### config.mk
export PLATFORM = sky130hd
export DESIGN_NAME = fetch_pc_unit_flat
export DESIGN_NICKNAME = d
export VERILOG_FILES = /design/src/rtl/fetch_pc_unit_if.sv /design/src/rtl/fetch_pc_unit.sv /design/src/flat_wrapper.sv
export SDC_FILE = /design/constraint.sdc
export NUM_CORES = 1
export LEC_CHECK = 0
export BUFFER_PORTS_ARGS = -buffer_cell sky130_fd_sc_hd__buf_2
export CAP_MARGIN = 30
export CORE_MARGIN = 3
export CORE_UTILIZATION = 25
export CTS_BUF_LIST = sky130_fd_sc_hd__clkbuf_16
export DETAILED_ROUTE_END_ITERATION = 16
export HOLD_SLACK_MARGIN = 0.06
export PLACE_DENSITY = 0.55
export REMOVE_ABC_BUFFERS = 1
export SYNTH_ARGS = -nofsm -noshare
export SYNTH_HDL_FRONTEND = slang
export SYNTH_SLANG_ARGS = --single-unit
### constraint.sdc
create_clock -name Clk -period 11.7 [get_ports Clk]
set_input_delay 2.34 -clock Clk [delete_from_list [all_inputs] [get_ports Clk]]
set_output_delay 2.34 -clock Clk [all_outputs]
set_load 0.01 [all_outputs]
### src/rtl/fetch_pc_unit_if.sv
// Fetch-stage request bundle: redirect inputs, IM handshake and PC outputs.
// master = the PC unit, slave = the consumer/driver side (pipeline control and IM).
interface fetch_pc_unit_if #(
    parameter int ADDR_W = 32
);
    logic              En;
    logic              Br_valid;
    logic [ADDR_W-1:0] Br_target;
    logic              Exc_req;
    logic              Eret_req;
    logic [ADDR_W-1:0] Epc;
    logic              Req_ready;
    logic              Req_valid;
    logic [ADDR_W-1:0] PC;
    logic [ADDR_W-1:0] PC_next;
    logic              Misalign;

    modport master (
        input  En, Br_valid, Br_target, Exc_req, Eret_req, Epc, Req_ready,
        output Req_valid, PC, PC_next, Misalign
    );

    modport slave (
        output En, Br_valid, Br_target, Exc_req, Eret_req, Epc, Req_ready,
        input  Req_valid, PC, PC_next, Misalign
    );
endinterface

### src/rtl/fetch_pc_unit.sv
// Fetch PC with prioritised redirects (Exc > Eret > Br), a one-deep pending
// redirect buffer held across non-fire cycles, and a FAULT state for misaligned targets.
module fetch_pc_unit #(
    parameter int                ADDR_W      = 32,
    parameter logic [ADDR_W-1:0] RESET_VEC   = ADDR_W'(32'h0000_3000),
    parameter logic [ADDR_W-1:0] EXC_VEC     = ADDR_W'(32'h0000_4180),
    parameter int                STEP        = 4,
    parameter bit                ALIGN_CHECK = 1'b1
) (
    input logic             Clk,
    input logic             Reset_n,
    fetch_pc_unit_if.master io_fetch
);
    localparam logic [1:0] S_BOOT  = 2'd0;
    localparam logic [1:0] S_RUN   = 2'd1;
    localparam logic [1:0] S_FAULT = 2'd2;

    localparam logic [1:0] PRI_NONE = 2'd0;
    localparam logic [1:0] PRI_BR   = 2'd1;
    localparam logic [1:0] PRI_ERET = 2'd2;
    localparam logic [1:0] PRI_EXC  = 2'd3;

    logic [1:0]        r_state;
    logic [ADDR_W-1:0] r_pc;
    logic              r_pend_vld;
    logic [1:0]        r_pend_pri;
    logic [ADDR_W-1:0] r_pend_tgt;

    logic              w_fire;
    logic [ADDR_W-1:0] w_pc_next;
    logic [1:0]        w_new_pri;
    logic [ADDR_W-1:0] w_new_tgt;
    logic              w_take_new;
    logic              w_sel_vld;
    logic [1:0]        w_sel_pri;
    logic [ADDR_W-1:0] w_sel_tgt;
    logic [ADDR_W-1:0] w_sel_addr;
    logic              w_sel_bad;

    // Without alignment checking, redirect targets are snapped to a word boundary;
    // the exception vector is a trusted constant and passes through untouched.
    function automatic logic [ADDR_W-1:0] fix_target(input logic [ADDR_W-1:0] tgt,
                                                     input logic [1:0]        pri);
        if (!ALIGN_CHECK && pri != PRI_EXC)
            return {tgt[ADDR_W-1:2], 2'b00};
        return tgt;
    endfunction

    function automatic logic target_misaligned(input logic [ADDR_W-1:0] tgt,
                                               input logic [1:0]        pri);
        return ALIGN_CHECK && (pri != PRI_EXC) && (tgt[1:0] != 2'b00);
    endfunction

    assign io_fetch.Req_valid = (r_state == S_RUN) && io_fetch.En;
    assign w_fire             = io_fetch.Req_valid && io_fetch.Req_ready;
    assign w_pc_next          = r_pc + ADDR_W'(STEP);
    assign io_fetch.PC        = r_pc;
    assign io_fetch.PC_next   = w_pc_next;
    assign io_fetch.Misalign  = (r_state == S_FAULT);

    always_comb begin
        w_new_pri = PRI_NONE;
        w_new_tgt = r_pc;
        if (io_fetch.Exc_req) begin
            w_new_pri = PRI_EXC;
            w_new_tgt = EXC_VEC;
        end else if (io_fetch.Eret_req) begin
            w_new_pri = PRI_ERET;
            w_new_tgt = io_fetch.Epc;
        end else if (io_fetch.Br_valid) begin
            w_new_pri = PRI_BR;
            w_new_tgt = io_fetch.Br_target;
        end
    end

    // A new redirect beats the buffered one on equal priority, so the newest wins ties.
    assign w_take_new = (w_new_pri != PRI_NONE) && (!r_pend_vld || (w_new_pri >= r_pend_pri));
    assign w_sel_vld  = w_take_new || r_pend_vld;
    assign w_sel_pri  = w_take_new ? w_new_pri : r_pend_pri;
    assign w_sel_tgt  = w_take_new ? w_new_tgt : r_pend_tgt;
    assign w_sel_addr = fix_target(w_sel_tgt, w_sel_pri);
    assign w_sel_bad  = target_misaligned(w_sel_tgt, w_sel_pri);

    always_ff @(posedge Clk) begin
        if (!Reset_n) begin
            r_state    <= S_BOOT;
            r_pc       <= RESET_VEC;
            r_pend_vld <= 1'b0;
            r_pend_pri <= PRI_NONE;
        end else if (r_state == S_FAULT) begin
            // Only an exception gets out of FAULT, independent of the IM handshake.
            if (io_fetch.Exc_req) begin
                r_state    <= S_RUN;
                r_pc       <= EXC_VEC;
                r_pend_vld <= 1'b0;
                r_pend_pri <= PRI_NONE;
            end
        end else begin
            if (r_state == S_BOOT)
                r_state <= S_RUN;
            if (w_fire) begin
                r_pc       <= w_sel_vld ? w_sel_addr : w_pc_next;
                r_pend_vld <= 1'b0;
                r_pend_pri <= PRI_NONE;
                if (w_sel_vld && w_sel_bad)
                    r_state <= S_FAULT;
            end else if (w_take_new) begin
                r_pend_vld <= 1'b1;
                r_pend_pri <= w_new_pri;
            end
        end
    end

    // Buffered target is plain data; its valid bit alone qualifies it.
    always_ff @(posedge Clk) begin
        if (!w_fire && w_take_new)
            r_pend_tgt <= w_new_tgt;
    end
endmodule
### src/flat_wrapper.sv
// flat-port wrapper written by rule: the top's interface ports become plain ports
module fetch_pc_unit_flat 
#(
    parameter int                ADDR_W      = 32,
    parameter logic [ADDR_W-1:0] RESET_VEC   = ADDR_W'(32'h0000_3000),
    parameter logic [ADDR_W-1:0] EXC_VEC     = ADDR_W'(32'h0000_4180),
    parameter int                STEP        = 4,
    parameter bit                ALIGN_CHECK = 1'b1
)
  (Clk, Reset_n, io_fetch_En, io_fetch_Br_valid, io_fetch_Br_target, io_fetch_Exc_req, io_fetch_Eret_req, io_fetch_Epc, io_fetch_Req_ready, io_fetch_Req_valid, io_fetch_PC, io_fetch_PC_next, io_fetch_Misalign);
  fetch_pc_unit_if #(.ADDR_W(ADDR_W)) io_fetch_i ();
  input logic Clk;
  input logic Reset_n;
  input wire logic [$bits(io_fetch_i.En)-1:0] io_fetch_En;
  input wire logic [$bits(io_fetch_i.Br_valid)-1:0] io_fetch_Br_valid;
  input wire logic [$bits(io_fetch_i.Br_target)-1:0] io_fetch_Br_target;
  input wire logic [$bits(io_fetch_i.Exc_req)-1:0] io_fetch_Exc_req;
  input wire logic [$bits(io_fetch_i.Eret_req)-1:0] io_fetch_Eret_req;
  input wire logic [$bits(io_fetch_i.Epc)-1:0] io_fetch_Epc;
  input wire logic [$bits(io_fetch_i.Req_ready)-1:0] io_fetch_Req_ready;
  output wire logic [$bits(io_fetch_i.Req_valid)-1:0] io_fetch_Req_valid;
  output wire logic [$bits(io_fetch_i.PC)-1:0] io_fetch_PC;
  output wire logic [$bits(io_fetch_i.PC_next)-1:0] io_fetch_PC_next;
  output wire logic [$bits(io_fetch_i.Misalign)-1:0] io_fetch_Misalign;
  assign io_fetch_i.En = io_fetch_En;
  assign io_fetch_i.Br_valid = io_fetch_Br_valid;
  assign io_fetch_i.Br_target = io_fetch_Br_target;
  assign io_fetch_i.Exc_req = io_fetch_Exc_req;
  assign io_fetch_i.Eret_req = io_fetch_Eret_req;
  assign io_fetch_i.Epc = io_fetch_Epc;
  assign io_fetch_i.Req_ready = io_fetch_Req_ready;
  assign io_fetch_Req_valid = io_fetch_i.Req_valid;
  assign io_fetch_PC = io_fetch_i.PC;
  assign io_fetch_PC_next = io_fetch_i.PC_next;
  assign io_fetch_Misalign = io_fetch_i.Misalign;
  fetch_pc_unit #(.ADDR_W(ADDR_W), .RESET_VEC(RESET_VEC), .EXC_VEC(EXC_VEC), .STEP(STEP), .ALIGN_CHECK(ALIGN_CHECK)) u_core (.Clk(Clk), .Reset_n(Reset_n), .io_fetch(io_fetch_i));
endmodule
==> Yosys cells after proc, flatten, opt, wreduce, memory -nomap -nowiden <==
Cells that the tools add are included.
{ "totals": {"wordCells": 52, "output_inout_bits": 66, "input_bits": 71, "reg_bits": 69} }
{ "classes": {"order_cmp": 1, "n_mux": 24, "n_reduce_logical": 17, "n_addsub": 1, "n_eq_ne": 4} }
{ "op_table": {"columns": ["operator", "count"], "rows": [
  ["32-bit 2-to-1 mux", 8],
  ["32-bit by 3-bit adder with 32-bit output (second input constant)", 1],
  ["2-bit 2-to-1 mux", 11],
  ["1-bit logical AND", 6],
  ["2-bit nonzero test", 3],
  ["1-bit 2-to-1 mux", 5],
  ["2-bit inequality test (second input constant)", 2],
  ["2-bit AND reduction", 2],
  ["3-bit nonzero test", 1],
  ["2-bit by 1-bit equality test with 1-bit output (second input constant)", 1],
  ["2-bit equality test (second input constant)", 1],
  ["2-bit >= comparator", 1],
  ["1-bit logical NOT", 2],
  ["2-bit logical NOT", 1],
  ["1-bit logical OR", 2]
]} }

==> Longest topological paths before layout <==
{ "logic_depth": {"ltp_word": 13, "depth_mapped": 12, "depth_no_buf": 8} }

==> Worst setup path after synthesis <==
Ideal clock, no wire load.
{ "synth_timing": {"path_type": "input-to-reg", "from": "input port io_fetch_Eret_req", "to": "register u_core.r_pend_tgt[0] (enable)", "setup_time_ps": 421, "arrival_ps": 5683, "setup_slack_ps": 5596, "path_stages": 11, "path_buffers": 4, "required_time_ps": 11279, "cell_sequence": "clkbuf_1 > inv_1 > clkbuf_1 > buf_1 > nand2_1 > ha_1 > inv_1 > o21ai_0 > clkbuf_1 > nand2_1 > nor2_1"} }
{ "synth_via": {"elab_chain_len": 6, "elab_cells_between_ends": 7} }
{ "synth_rtl": {"columns": ["element", "line", "source"], "rows": [
  ["from (decl)", "flat_wrapper.sv:18", "input wire logic [$bits(io_fetch_i.Eret_req)-1:0] io_fetch_Eret_req;"],
  ["2-bit 2-to-1 mux (*)", "fetch_pc_unit.sv:67", "end else if (io_fetch.Eret_req) begin"],
  ["2-bit 2-to-1 mux (*)", "fetch_pc_unit.sv:64", "if (io_fetch.Exc_req) begin"],
  ["2-bit >= comparator", "fetch_pc_unit.sv:77", "assign w_take_new = (w_new_pri != PRI_NONE) && (!r_pend_vld || (w_new_pri >= r_pend_pri));"],
  ["1-bit logical OR", "fetch_pc_unit.sv:77", null],
  ["1-bit logical AND (*)", "fetch_pc_unit.sv:77", null],
  ["1-bit logical AND (*)", "fetch_pc_unit.sv:116", "if (!w_fire && w_take_new)"],
  ["to (signal assigned)", "fetch_pc_unit.sv:117", "r_pend_tgt <= w_new_tgt;"],
  ["to (decl)", "fetch_pc_unit.sv:27", "logic [ADDR_W-1:0] r_pend_tgt;"]
]} }
Every way passes the cells marked *; elsewhere a longest branch is shown, timed or not.
A chain may end at the register's enable or synchronous reset.

==> Final worst setup path <==
{ "layout_timing": {"from": "input port io_fetch_Eret_req", "to": "register u_core.r_pend_tgt[18] (enable)"} }
The elaborated chain is that of the path after synthesis.

==> run_results.csv <==
group,metric,value,unit
run_status,status,"finished clean",
timing,fmax,178,MHz
place,dp.cells,864,
routing,drtAntennaViolNets,0,
setup_path,cp_max_fo,30,
synth,synthTopCellsByArea,"edfxtp_1 (20%), dfxtp_1 (16%), nand2_1 (5.8%)",
setup_path,crit_type,"input pin to flip-flop",
final_layout,drive_gt1_share,30.7,%
power,pwr-share-seq,43.3,%
synth,synth-edff-count,32,
clocking,h-tree-depth,3,
synth,synth_top_cell_area_share,20.5,%
power,p_clk_share,41.5,%
timing,tightestPinTransition,960,ps
global_routing,antenna_found_initial,0,
power,switching_share,27.5,%
clocking,clock_tree.buffer_depth,2,
final_layout,n_antenna_cell,0,
clocking,cts_tree,"built",
global_routing,grt_util_all_layers,15.7,%
setup_path,critPathArrivalTime,5630,ps
die,io_pins,137,
power,combPwrFrac,15.3,%
place,port-buffer-count,136,
final_layout,nNetsFinal,720,
final_layout,fin_cells,880,
clocking,cts_setup_buffers,0,
routing,drt_wl_total,16.5,mm
die,row_count,49,
routing,drc,0,
die,start_util,25.8,%
final_layout,fillers,1910,
power,ir_drop,0.0746,mV
synth,yosys.cell_types.count,66,
timing,slew_headroom,35.8,%
die,die_w,143,um
timing,rsz0062_at_grt,"false",
setup_path,crit_path_end_kind,"flip-flop",
worst_hold_path,hold_path.class,"flip-flop to flip-flop",
power,p_int,0.483,mW
final_layout,area_growth,23.5,%
setup_path,worst_path_max_delay_cell,"nor2_2",
timing,slew_viol_final,0,
place,place_area,5490,sq um
setup_path,cpMostUsedCell,"buf_4",
routing,drt_pass1_iterations,5,
clocking,clock-sinks,69,
routing,num_vias,4604,
die,coreArea,18200,sq um
setup_path,required,11710,ps
synth,synth_top_flop_cell,"dfxtp_1",
timing,setup_viol,0,
final_layout,fin_area,5790,sq um
run,cap_violations,0,
place,gp_congestion,0.773,
power,p_sw,0.183,mW
synth,synth_warnings,0,
global_routing,grt_pass1_vias,4326,
routing,first_iter_violations,395,
place,dp_hpwl,11.8,mm
clocking,clk_latency,330,ps
synth,async_flop_share,0,%
die,die_h,143,um
routing,vias_per_cell,5.23,
power,finalPower,0.666,mW
routing,wl_per_cell,18.8,um
timing,period_needed,5630,ps
global_routing,grt_max_degree,42,
synth,syn_area,4690,sq um
synth,ys_ff_latch,69,
synth,synth_top_area_cell,"edfxtp_1",
clocking,cts.reportedPaths.clkPinSlew,60,ps
setup_path,slowest_delay,740,ps
power,power_density,115,nW/um^2
power,power.leakage,2.47,nW
die,fp.dieArea,20400,sq um
setup_path,cp-start-kind,"input pin",
synth,seq_area_frac_synth,36.3,%
timing,post-route-period-util,48.1,%
synth,netlist_instances,537,
clocking,cts_root_buf,"clkbuf_16",
timing,setup_tns,0,ps
timing,skew,9.33,ps
clocking,post_cts_resized,0,
setup_path,path_cells,"buf_2 -> buf_4 -> inv_1 -> buf_4 -> a21oi_1 -> ha_1 -> nor2b_1 -> o21ai_0 -> nand2_1 -> nor2_2 -> buf_4",
global_routing,grt_pass1_wl,25.3,mm
clocking,cts_made_buffers,9,
synth,syn_avg_cell_area,8.74,sq um
timing,final-hold-violation-count,0,
global_routing,gr-total-overflow,0,
clocking,hold_buffers,0,
## cell type report
type | instances | area [sq um] | area share (%)
Multi-Input combinational cell | 408 | 2680 | 46.2
Clock inverter | 7 | 75.1 | 1.30
Clock buffer | 9 | 225 | 3.89
Timing Repair Buffer | 146 | 783 | 13.5
Tap cell | 229 | 287 | 4.94
Inverter | 12 | 45.0 | 0.777
Sequential cell | 69 | 1700 | 29.4
## path summary, 6_finish.rpt
path	start	cells past startpoint	slack, ps	end
worst max-delay path	io_fetch_Eret_req	11	6070	u_core.r_pend_tgt[18]
worst min-delay path	u_core.r_pend_tgt[13]	2	500	u_core.io_fetch.PC[13]
worst max register to register	u_core.r_pend_pri[1]	7	9150	u_core.r_pend_tgt[18]
worst min register to register	u_core.r_pend_tgt[13]	2	500	u_core.io_fetch.PC[13]
## cells in the final DEF (no fill, tap or decap), types with 3 or more instances in the layout
cell type  instances
mux2i_1           21
o211a_1            4
xor2_1             7
o21ai_0           24
or2_2              7
ha_1               3
a21o_1             7
nor2b_1           10
clkbuf_16          9
o21a_1             8
dfxtp_1           37
a211oi_1          14
a22oi_1           15
buf_4              8
and3_1             5
nor4_1             7
o22ai_1            4
xnor2_1           13
or3_1              3
and2_1             3
nor3b_1            3
nand2_1           72
o31a_2             3
nor2_1            17
edfxtp_1          32
o211ai_1           5
nor3_1            12
buf_2            136
or4_1              4
mux2_2            17
nand3_1           21
a21oi_1           33
a31oi_1           15
and4_1             5
a221oi_1           7
nand4_1           11
inv_1             12
## synth_stat cells, types with 7 or more instances
cell type and number:
nor3_1 12, nor4_1 7, edfxtp_1 32, nand4_1 11
mux2_2 17, buf_2 11, or2_2 7, nand2_1 72
o21ai_0 24, nor2_1 18, xnor2_1 13, xor2_1 7
inv_1 12, a21o_1 7, a31oi_1 15, o21a_1 8
dfxtp_1 37, a22oi_1 15, clkbuf_1 22, mux2i_1 21
a21oi_1 33, a221oi_1 7, nand3_1 21, nor2b_1 10
a211oi_1 14
## kinds of logic after synthesis
kind of cell | after synthesis | share of synthesized area (%)
buffers and inverters | 60 | 6.69
muxes | 38 | 8.56
xor gates and xnor gates | 20 | 3.73
adders and majority gates | 3 | 0.800
and+or+nand+nor | 197 | 22.5
AOI/OAI and AO/OA | 150 | 21.4
DFF | 69 | 36.3
## per-layer routing
layer	vias to the layer above	share of wire [%]	GRT usage, %
met2	186	46	24.9
li1	2232	-	-
met4	0	0.22	2.05
met3	2	7.0	3.15
met5	-	0	0
met1	2184	47	22.8
## critical path, delay by kind of cell
family,cells,cell delay (ps)
adder cells (fa/ha/maj),1,310
AO/OA/AOI/OAI,2,350
AND/OR/NAND/NOR,3,940
buffers and inverters,5,1660
## state kept, by name (all words and copies together), names as in the netlist
| name | flops |
|---|---|
| u_core.r_pend_vld | 1 |
| u_core.r_pend_pri | 2 |
| u_core.r_pend_tgt | 32 |
| u_core.r_state | 2 |
| u_core.io_fetch.PC | 32 |
## power groups by stage
stage	Sequential (mW)	Combinational [mW]	Clock, mW
floorplan	0.291	0.0527	0
detailed placement	0.293	0.102	0
CTS	0.288	0.103	0.280
global placement	0.293	0.100	0
global route	0.290	0.112	0.290
finish	0.288	0.102	0.276
## per-stage QoR
stage,hold WS [ps],utilization [%],setup WS [ps]
floorplan,455,-,5500
global placement,472,29.9,5780
detailed placement,476,30.2,5680
CTS,490,31.8,6010
global route,565,31.8,5780
finish,496,31.8,6070
Power figures use the tool's default switching activity.
